**src/rtl/uart_buffered_tx.sv**
```systemverilog
// Buffered 9-bit UART transmitter: valid/ready push into a FIFO, then start + 9 data bits LSB first + stop.
// Define UART_TX_PARITY_EN to insert an even parity bit between data bit 8 and the stop bit.
module uart_buffered_tx #(
  parameter int CLK_HZ     = 25000000,
  parameter int BAUD_RATE  = 9600,
  parameter int FIFO_DEPTH = 8
) (
  input  logic                          clock,
  input  logic                          reset,
  input  logic [8:0]                    data,
  input  logic                          data_valid,
  output logic                          data_ready,
  output logic                          tx,
  output logic                          busy,
  output logic [$clog2(FIFO_DEPTH):0]   fifo_count
);

  localparam int BIT_CLKS = CLK_HZ / BAUD_RATE;
  localparam int TW       = $clog2(BIT_CLKS) + 1;
  localparam int AW       = $clog2(FIFO_DEPTH);
  localparam int CW       = AW + 1;
  localparam logic [TW-1:0] TIMER_LAST = TW'(BIT_CLKS - 1);
  localparam logic [CW-1:0] DEPTH_C    = CW'(FIFO_DEPTH);

`ifdef UART_TX_PARITY_EN
  typedef enum logic [2:0] {S_IDLE, S_START, S_DATA, S_PARITY, S_STOP} state_t;
`else
  typedef enum logic [1:0] {S_IDLE, S_START, S_DATA, S_STOP} state_t;
`endif

  logic [8:0]    mem_q [FIFO_DEPTH];
  logic [AW-1:0] wr_ptr_q, wr_ptr_d;
  logic [AW-1:0] rd_ptr_q, rd_ptr_d;
  logic [CW-1:0] count_q, count_d;

  state_t        state_q, state_d;
  logic [TW-1:0] timer_q, timer_d;
  logic [3:0]    bit_idx_q, bit_idx_d;
  logic [8:0]    shift_q, shift_d;
  logic          tx_q, tx_d;
  logic          busy_q, busy_d;
`ifdef UART_TX_PARITY_EN
  logic          parity_q, parity_d;
`endif

  logic push, pop, timer_done;

  assign data_ready = count_q < DEPTH_C;
  assign push       = data_valid && data_ready;
  assign timer_done = timer_q == TIMER_LAST;

  always_comb begin
    state_d   = state_q;
    timer_d   = timer_q;
    bit_idx_d = bit_idx_q;
    shift_d   = shift_q;
    pop       = 1'b0;
`ifdef UART_TX_PARITY_EN
    parity_d  = parity_q;
`endif
    if (state_q != S_IDLE) begin
      timer_d = timer_done ? '0 : timer_q + 1'b1;
    end
    case (state_q)
      S_IDLE: begin
        if (count_q != '0) begin
          pop     = 1'b1;
          state_d = S_START;
          timer_d = '0;
        end
      end
      S_START: begin
        if (timer_done) begin
          state_d   = S_DATA;
          bit_idx_d = '0;
        end
      end
      S_DATA: begin
        if (timer_done) begin
          shift_d = shift_q >> 1;
          if (bit_idx_q == 4'd8) begin
`ifdef UART_TX_PARITY_EN
            state_d = S_PARITY;
`else
            state_d = S_STOP;
`endif
          end else begin
            bit_idx_d = bit_idx_q + 1'b1;
          end
        end
      end
`ifdef UART_TX_PARITY_EN
      S_PARITY: begin
        if (timer_done) state_d = S_STOP;
      end
`endif
      S_STOP: begin
        if (timer_done) begin
          // Chain straight into the next frame so bursts leave no idle gap.
          if (count_q != '0) begin
            pop     = 1'b1;
            state_d = S_START;
          end else begin
            state_d = S_IDLE;
          end
        end
      end
      default: state_d = S_IDLE;
    endcase
    if (pop) begin
      shift_d  = mem_q[rd_ptr_q];
`ifdef UART_TX_PARITY_EN
      parity_d = ^mem_q[rd_ptr_q];
`endif
    end
  end

  // The line level is derived from the next state so tx stays a plain register.
  always_comb begin
    tx_d = 1'b1;
    case (state_d)
      S_START:  tx_d = 1'b0;
      S_DATA:   tx_d = shift_d[0];
`ifdef UART_TX_PARITY_EN
      S_PARITY: tx_d = parity_d;
`endif
      default:  tx_d = 1'b1;
    endcase
    busy_d = state_d != S_IDLE;
  end

  always_comb begin
    wr_ptr_d = push ? wr_ptr_q + 1'b1 : wr_ptr_q;
    rd_ptr_d = pop  ? rd_ptr_q + 1'b1 : rd_ptr_q;
    count_d  = count_q;
    case ({push, pop})
      2'b10:   count_d = count_q + 1'b1;
      2'b01:   count_d = count_q - 1'b1;
      default: count_d = count_q;
    endcase
  end

  always_ff @(posedge clock) begin
    if (push) mem_q[wr_ptr_q] <= data;
  end

  always_ff @(posedge clock) begin
    if (reset) begin
      wr_ptr_q  <= '0;
      rd_ptr_q  <= '0;
      count_q   <= '0;
      state_q   <= S_IDLE;
      timer_q   <= '0;
      bit_idx_q <= '0;
      shift_q   <= '0;
      tx_q      <= 1'b1;
      busy_q    <= 1'b0;
`ifdef UART_TX_PARITY_EN
      parity_q  <= 1'b0;
`endif
    end else begin
      wr_ptr_q  <= wr_ptr_d;
      rd_ptr_q  <= rd_ptr_d;
      count_q   <= count_d;
      state_q   <= state_d;
      timer_q   <= timer_d;
      bit_idx_q <= bit_idx_d;
      shift_q   <= shift_d;
      tx_q      <= tx_d;
      busy_q    <= busy_d;
`ifdef UART_TX_PARITY_EN
      parity_q  <= parity_d;
`endif
    end
  end

  assign tx         = tx_q;
  assign busy       = busy_q;
  assign fifo_count = count_q;

endmodule

```
**config.mk**
```make
export PLATFORM = sky130hd
export DESIGN_NAME = uart_buffered_tx
export DESIGN_NICKNAME = d
export VERILOG_FILES = /design/src/rtl/uart_buffered_tx.sv
export SDC_FILE = /design/constraint.sdc
export NUM_CORES = 1
export LEC_CHECK = 0
export CORE_ASPECT_RATIO = 1.5
export CORE_UTILIZATION = 35
export CTS_BUF_LIST = sky130_fd_sc_hd__clkbuf_16
export CTS_CLUSTER_SIZE = 20
export DETAILED_ROUTE_END_ITERATION = 8
export PLACE_DENSITY = 0.5
export SETUP_SLACK_MARGIN = 0.15
export SYNTH_ARGS = -nofsm -noshare
export SYNTH_HDL_FRONTEND = slang
export SYNTH_SLANG_ARGS = --single-unit
```
**constraint.sdc**
```tcl
create_clock -name clock -period 10.31 [get_ports clock]
set_clock_uncertainty 0.2 [all_clocks]
set_input_delay 1.031 -clock clock [delete_from_list [all_inputs] [get_ports clock]]
set_output_delay 1.031 -clock clock [all_outputs]
set_load 0.03 [all_outputs]
```
; ---- Word-level counts from Yosys, hierarchy flattened
; Memory sizes are Yosys's and may differ from the RTL's. A register that Yosys moved wholly into a read port is not among the register bits.
; Cells that the tools add are included.
; Widths: inputs -> output; s select.
[classes]
n_addsub = 6
n_lt_le_gt_ge = 1
n_eq_ne = 12
mux = 27
reduce_logical = 11
[ops]
columns = cell, n
row1 = $mux 13, 4
row2 = $mux 9, 3
row3 = $pmux 4 s2, 2
row4 = $add 13x1->13 const B, 1
row5 = $eq 13x12->1 const B, 1
row6 = $mux 4, 3
row7 = $reduce_bool 2->1, 6
row8 = $mux 2, 5
row9 = $add 4x1->4 const B, 2
row10 = $eq 2x2->1 const B, 4
row11 = $pmux 2 s4, 1
row12 = $add 3x1->3 const B, 2
row13 = $eq 2x1->1 const B, 3
row14 = $mux 3, 2
row15 = $ne 2x2->1 const B, 3
row16 = $mux 1, 5
row17 = $eq 4x4->1 const B, 1
row18 = $lt 4x4->1 const B, 1
row19 = $pmux 1 s2, 2
row20 = $reduce_and 4->1, 1
row21 = $reduce_bool 4->1, 1
row22 = $sub 4x1->4 const B, 1
row23 = $logic_not 2->1, 1
row24 = $reduce_and 2->1, 1
row25 = $logic_and 1x1->1, 1
[word_totals]
ff_bits = 40
ramBits = 72
input_bits = 12
out_inout_bits = 7
word_cells = 68
mem_count = 1
[memory_table]
columns = memory, words, word_bits, read_ports, rd_ports_with_merged_regs, wr, line
row1 = mem_q, 8, 9, 1, 1, 1, 31  ; logic [8:0] mem_q [FIFO_DEPTH];

; ---- Depth between registers and ports, before layout
[logic_depth]
depth_word = 6
mapped_depth = 13
ltp_nobuf = 12

; ---- Worst setup path after synthesis
; OpenSTA, ideal clock, no wires.
[synth_timing]
kind = register to register
from = register count_q[1] (netlist: fifo_count[1])
to = register count_q[3] (netlist: fifo_count[3])
setup_time_ps = 121
t_arrival_ps = 3149
t_required_ps = 9989
slack_ps = 6840
path_stages_with_launch = 13
n_path_buf = 2
period_less_slack_ps = 3470
path_cell_list = dfxtp_1 buf_2 nor4_1 nor3_1 nand2_4 buf_2 inv_1 ha_1 or3b_2 a21boi_0 a31oi_1 mux2i_1 mux2_2
[synth_via]
elab_chain_cells = 6
elab_cells_between_ends = 12
classes_between = add/sub (2) / order compare (1) / eq/ne (2) / mux (4) / reduce/logical (3)
[synth_rtl]
columns = item, line
row1 = start: declaration, 34  ; logic [CW-1:0] count_q, count_d;
row2 = start signal: assignment, 164  ; count_q <= count_d;
row3 = $reduce_bool 4->1 *, "66, 100"
row4 = $mux 1 *, "66, 100"
row5 = $mux 1, 98  ; if (timer_done) begin
row6 = $pmux 1 s2 *, 64  ; case (state_q)
row7 = via pop, 46  ; logic push, pop, timer_done;
row8 = $eq 2x1->1 or $eq 2x2->1 (tied branches), 136  ; case ({push, pop})
row9 = $pmux 4 s2 or $reduce_bool 2->1 (tied branches), -
; The timed path passes the listed nets; every way through them passes the cells marked *.
; A chain may end at the register's enable or synchronous reset.

; ---- Worst setup path in the final report
[layout_timing]
from = register timer_q[7]
to = register count_q[3] (netlist: fifo_count[3])
[layout_via]
elab_chain_cells = 5
elab_cells_between_ends = 7
classes_between = eq/ne (3) / mux (3) / reduce/logical (1)
[layout_rtl]
columns = item, line
row1 = start: declaration, 37  ; logic [TW-1:0] timer_q, timer_d;
row2 = start signal: assignment, 166  ; timer_q <= timer_d;
row3 = $eq 13x12->1 *, 50  ; assign timer_done = timer_q == TIMER_LAST;
row4 = $mux 1 *, 98
row5 = $pmux 1 s2 *, 64
row6 = via pop, 46
row7 = $eq 2x1->1 or $eq 2x2->1 (tied branches), 136
row8 = $pmux 4 s2 or $reduce_bool 2->1 (tied branches), -
; Marks and branches as above.

==> qor_table.md <==
| Step | Result | Reported |
| --- | --- | --- |
| drt | First DRT Iteration DRCs | 135 |
| drt | Remaining design rule violation count | 0 |
| job | Max Cap Viol | 0 |
| timing | Period Utilization, post-route | 37.51% |
| placed design | Placed instance area | 0.005323 mm^2 |
| finish | Ant. Diodes | 0 |
| synthesis | Mapped Nets | 394 |
| pwr | Power after layout | 1.598 mW |
| timing | Setup TNS | 0 ns |
| timing | Final worst hold slack | 0.2735 ns |
| synthesis | Synth warn | 0 |
| clock network | Number of buffers between clock root and the deepest sink | 2 |
| synthesis | Cell area after synthesis | 0.004957 mm^2 |
| drt | Routed length per instance | 18.04 um |
| synthesis | Top flip-flop cell by instance count after synthesis | edfxtp_1 |
| timing | Final max-slew violation count | 0 |
| setup path | Kind of launch point of the worst setup path | register |
| synthesis | Post-Synthesis Cells | 371 |
| clock network | TritonCTS buffer count | 17 |
| floorplanning | Placeable Area | 0.01366 mm^2 |
| synthesis | Number of different library cells in the post-synthesis netlist | 50 |
| placed design | Post-Place Setup Slack | 6.388 ns |
| floorplanning | Die span in y | 147.8 um |
| timing | Final number of hold-violating endpoints | 0 |
| grt | Via count of the first global-routing pass | 3217 |
| synthesis | Yosys top cell area share | 43.61% |
| grt | Global-route wire length before repair | 16980 um |
| grt | Largest net degree at the start of global routing | 46 |
| setup path | Worst Path Required | 10.40 ns |
| setup path | Reg2reg path depth | 10 |
| synthesis | Most common cell in the synthesized netlist | edfxtp_1 |
| synthesis | Library cell occupying the most area in the post-synthesis netlist | edfxtp_1 |
| clock network | CTS tree | built |
| drt | First-pass detailed-route iteration total | 4 |
| setup path | Arrival @ worst endpoint | 3.96 ns |
| synthesis | Synthesized area per cell | 13.36 um^2 |
| finish | Sequential cell area | 0.003023 mm^2 |
| drt | Final wirelength | 10300 um |
| finish | Filler Cell Count | 1244 |
| placed design | # port buffers | 18 |
| finish | Final net count | 419 |
| synthesis | Seq cells post-synth | 115 |
| grt | Initial antenna violation count | 0 |
| pwr | Max rail drop VDD | 101.9 uV |
| placed design | Post-Place Cells | 539 |
| timing | Setup WS post-layout | 6.442 ns |
| finish | Share of post-route cells with drive strength above 1 | 15.40% |
| finish | Post-layout utilization of the core | 43.29% |
| timing | Max-Slew Margin vs Limit | 31.68% |
| synthesis | Leading post-synthesis cells by instance count | 72 x edfxtp_1, 43 x dfxtp_1, 36 x nor2_1 |
| timing | Time the worst path needs with I/O delays and setup | 3.868 ns |
| finish | Area of combinational cells with multiple inputs | 0.001838 mm^2 |
| grt | GR Overflow Total | 0 |
| setup path | Source of the critical timing path | timer_q[7] |
| drt | DRT antenna net count | 0 |
| timing | Endpoints failing setup | 0 |
| floorplanning | Floorplan die width | 99.17 um |
| clock network | Clock slew at the register clock pins of the worst setup and hold paths | 0.05 ns |
| floorplanning | Starting density of the core | 36.28% |
| clock network | Setup bufs post-CTS | 0 |
| clock network | Clock latency on the worst-skew pair | 0.40 ns |
| setup path | Master of the slowest instance on the critical path | o31ai_4 |
| setup path | Crit end category | register |
| setup path | Crit Path Max Fanout | 19 |
| floorplanning | Number of top-level pins | 19 |
| setup path | Type of the setup path with the least slack | register to register |
| synthesis | Sequential element share of the synthesized area | 60.98% |
| min path | Class of the most critical hold timing path | register to register |
| min path | Worst hold stages | 2 |
| floorplanning | Die area | 0.01465 mm^2 |
| pwr | Pwr dens | 270.2 mW/mm^2 |
| clock network | Num Clock Sinks | 115 |
| clock network | Hold-fix buffers at CTS | 0 |
| finish | Post-route design area | 0.005914 mm^2 |
| pwr | Static Leakage | 2.006 nW |
| grt | Overall routing resource usage | 15.56% |
| finish | Cell Count, Final, Fillers Out | 571 |
| placed design | Gp weighted congestion | 0.7505 |
| setup path | Reg-to-reg critical path startpoint | timer_q[7] |
| synthesis | Biggest area contributors in the synthesized netlist | edfxtp_1 44%, dfxtp_1 17%, mux4_2 8.2%, ha_1 2.8%, a211oi_1 2.7% |
| finish | Area delta synth->final | 19.31% |
| min path | Beginning of the worst hold path | shift_q[8] |
| clock network | Count of cells resized by post-cts repair | 0 |
| timing | Unrepaired setup endpoints after global routing | no |
| drt | Via density per instance | 5.385 |
| setup path | Cell-by-cell trace of the critical path | or4b_4 -> o31ai_4 -> nand2_4 -> inv_1 -> ha_1 -> or3b_2 -> a21boi_0 -> a31oi_1 -> mux2i_1 -> mux2_2 |
| setup path | Delay of the slowest critical-path stage | 0.67 ns |
| synthesis | Count of flip-flops with a built-in enable after synthesis | 72 |
| placed design | HPWL after detailed placement | 6872 um |
| floorplanning | Number of rows in the core area | 52 |
| clock network | Deepest level of the CTS H-tree | 4 |
| timing | Fmax | 0.2586 GHz |
| run status | Status | completed |
| synthesis | Async set-or-reset flop fraction in the synthesized netlist | 0% |
| clock network | Root buffer cell | clkbuf_16 |
| timing | Slew at the pin closest to its max-slew limit | 1.021 ns |
| drt | DR vias | 3075 |
-- routing by layer --
| metal | routed length, um | share of wire (%) | GRT usage [%] | vias to the layer above |
|---|---|---|---|---|
| met1 | 4226 | 41 | 17.32 | 1525 |
| met3 | 257 | 2.5 | 3.688 | 19 |
| met2 | 5598 | 54 | 28.18 | 46 |
| met5 | 0 | 0 | 0 | - |
| met4 | 219 | 2.1 | 6.544 | 0 |
| li1 | - | - | - | 1485 |
-- worst paths after layout --
path / endpoint / slack (ns)
max: fifo_count[3] / 6.44
min: shift_q[8] / 0.27
max reg2reg: fifo_count[3] / 6.44
min reg2reg: shift_q[8] / 0.27
-- critical path: cells and delay by family (launching register included) --
family	cells	cell delay (ns)
mux	2	0.57
fa+ha+maj	1	0.25
flops	1	0.36
buf+inv	1	0.12
simple gates	3	1.36
compound gates	3	0.91
-- registers in the layout (all words and copies together), names as in the netlist, 2 cells and up, named ones only --
| register | cells |
|---|---|
| rd_ptr_q | 3 |
| mem_q | 72 |
| state_q | 2 |
| fifo_count | 4 |
| wr_ptr_q | 3 |
| timer_q | 13 |
| shift_q | 9 |
| bit_idx_q | 4 |
-- kinds of logic (layout without fill, tap and decap cells) --
family	count (synthesis)	count (layout)	synth area share, %
buf+inv	27	65	2.246
compound gates	62	62	8.809
xor+xnor	8	8	1.413
fa+ha+maj	11	11	2.776
mux	35	35	11.79
flops	115	115	60.98
simple gates	113	113	11.99
-- placed cells by master, fill, tap and decap left out, types with 11 or more instances in the layout --
master / count
a211oi_1: 18
nor2_1: 36
mux4_2: 18
clkdlybuf4s50_1: 18
clkbuf_16: 17
ha_1: 11
mux2i_1: 13
nand2_1: 18
a21oi_1: 15
edfxtp_1: 72
dfxtp_1: 43
-- where the power goes --
group	switching [mW]	total, mW	internal (mW)
clock	0.205	0.581	0.376
combinational	0.243	0.424	0.181
sequential	0.0433	0.593	0.550
-- area by class of cell --
type / instances / area share, %
flip-flops and latches: 115 / 51.11
multi-input cells: 229 / 31.08
clock buffers: 17 / 7.193
repair buffers: 24 / 3.808
well taps: 162 / 3.427
clock inverters: 15 / 2.814
inverters: 9 / 0.5712
Power figures use the tool's default switching activity.
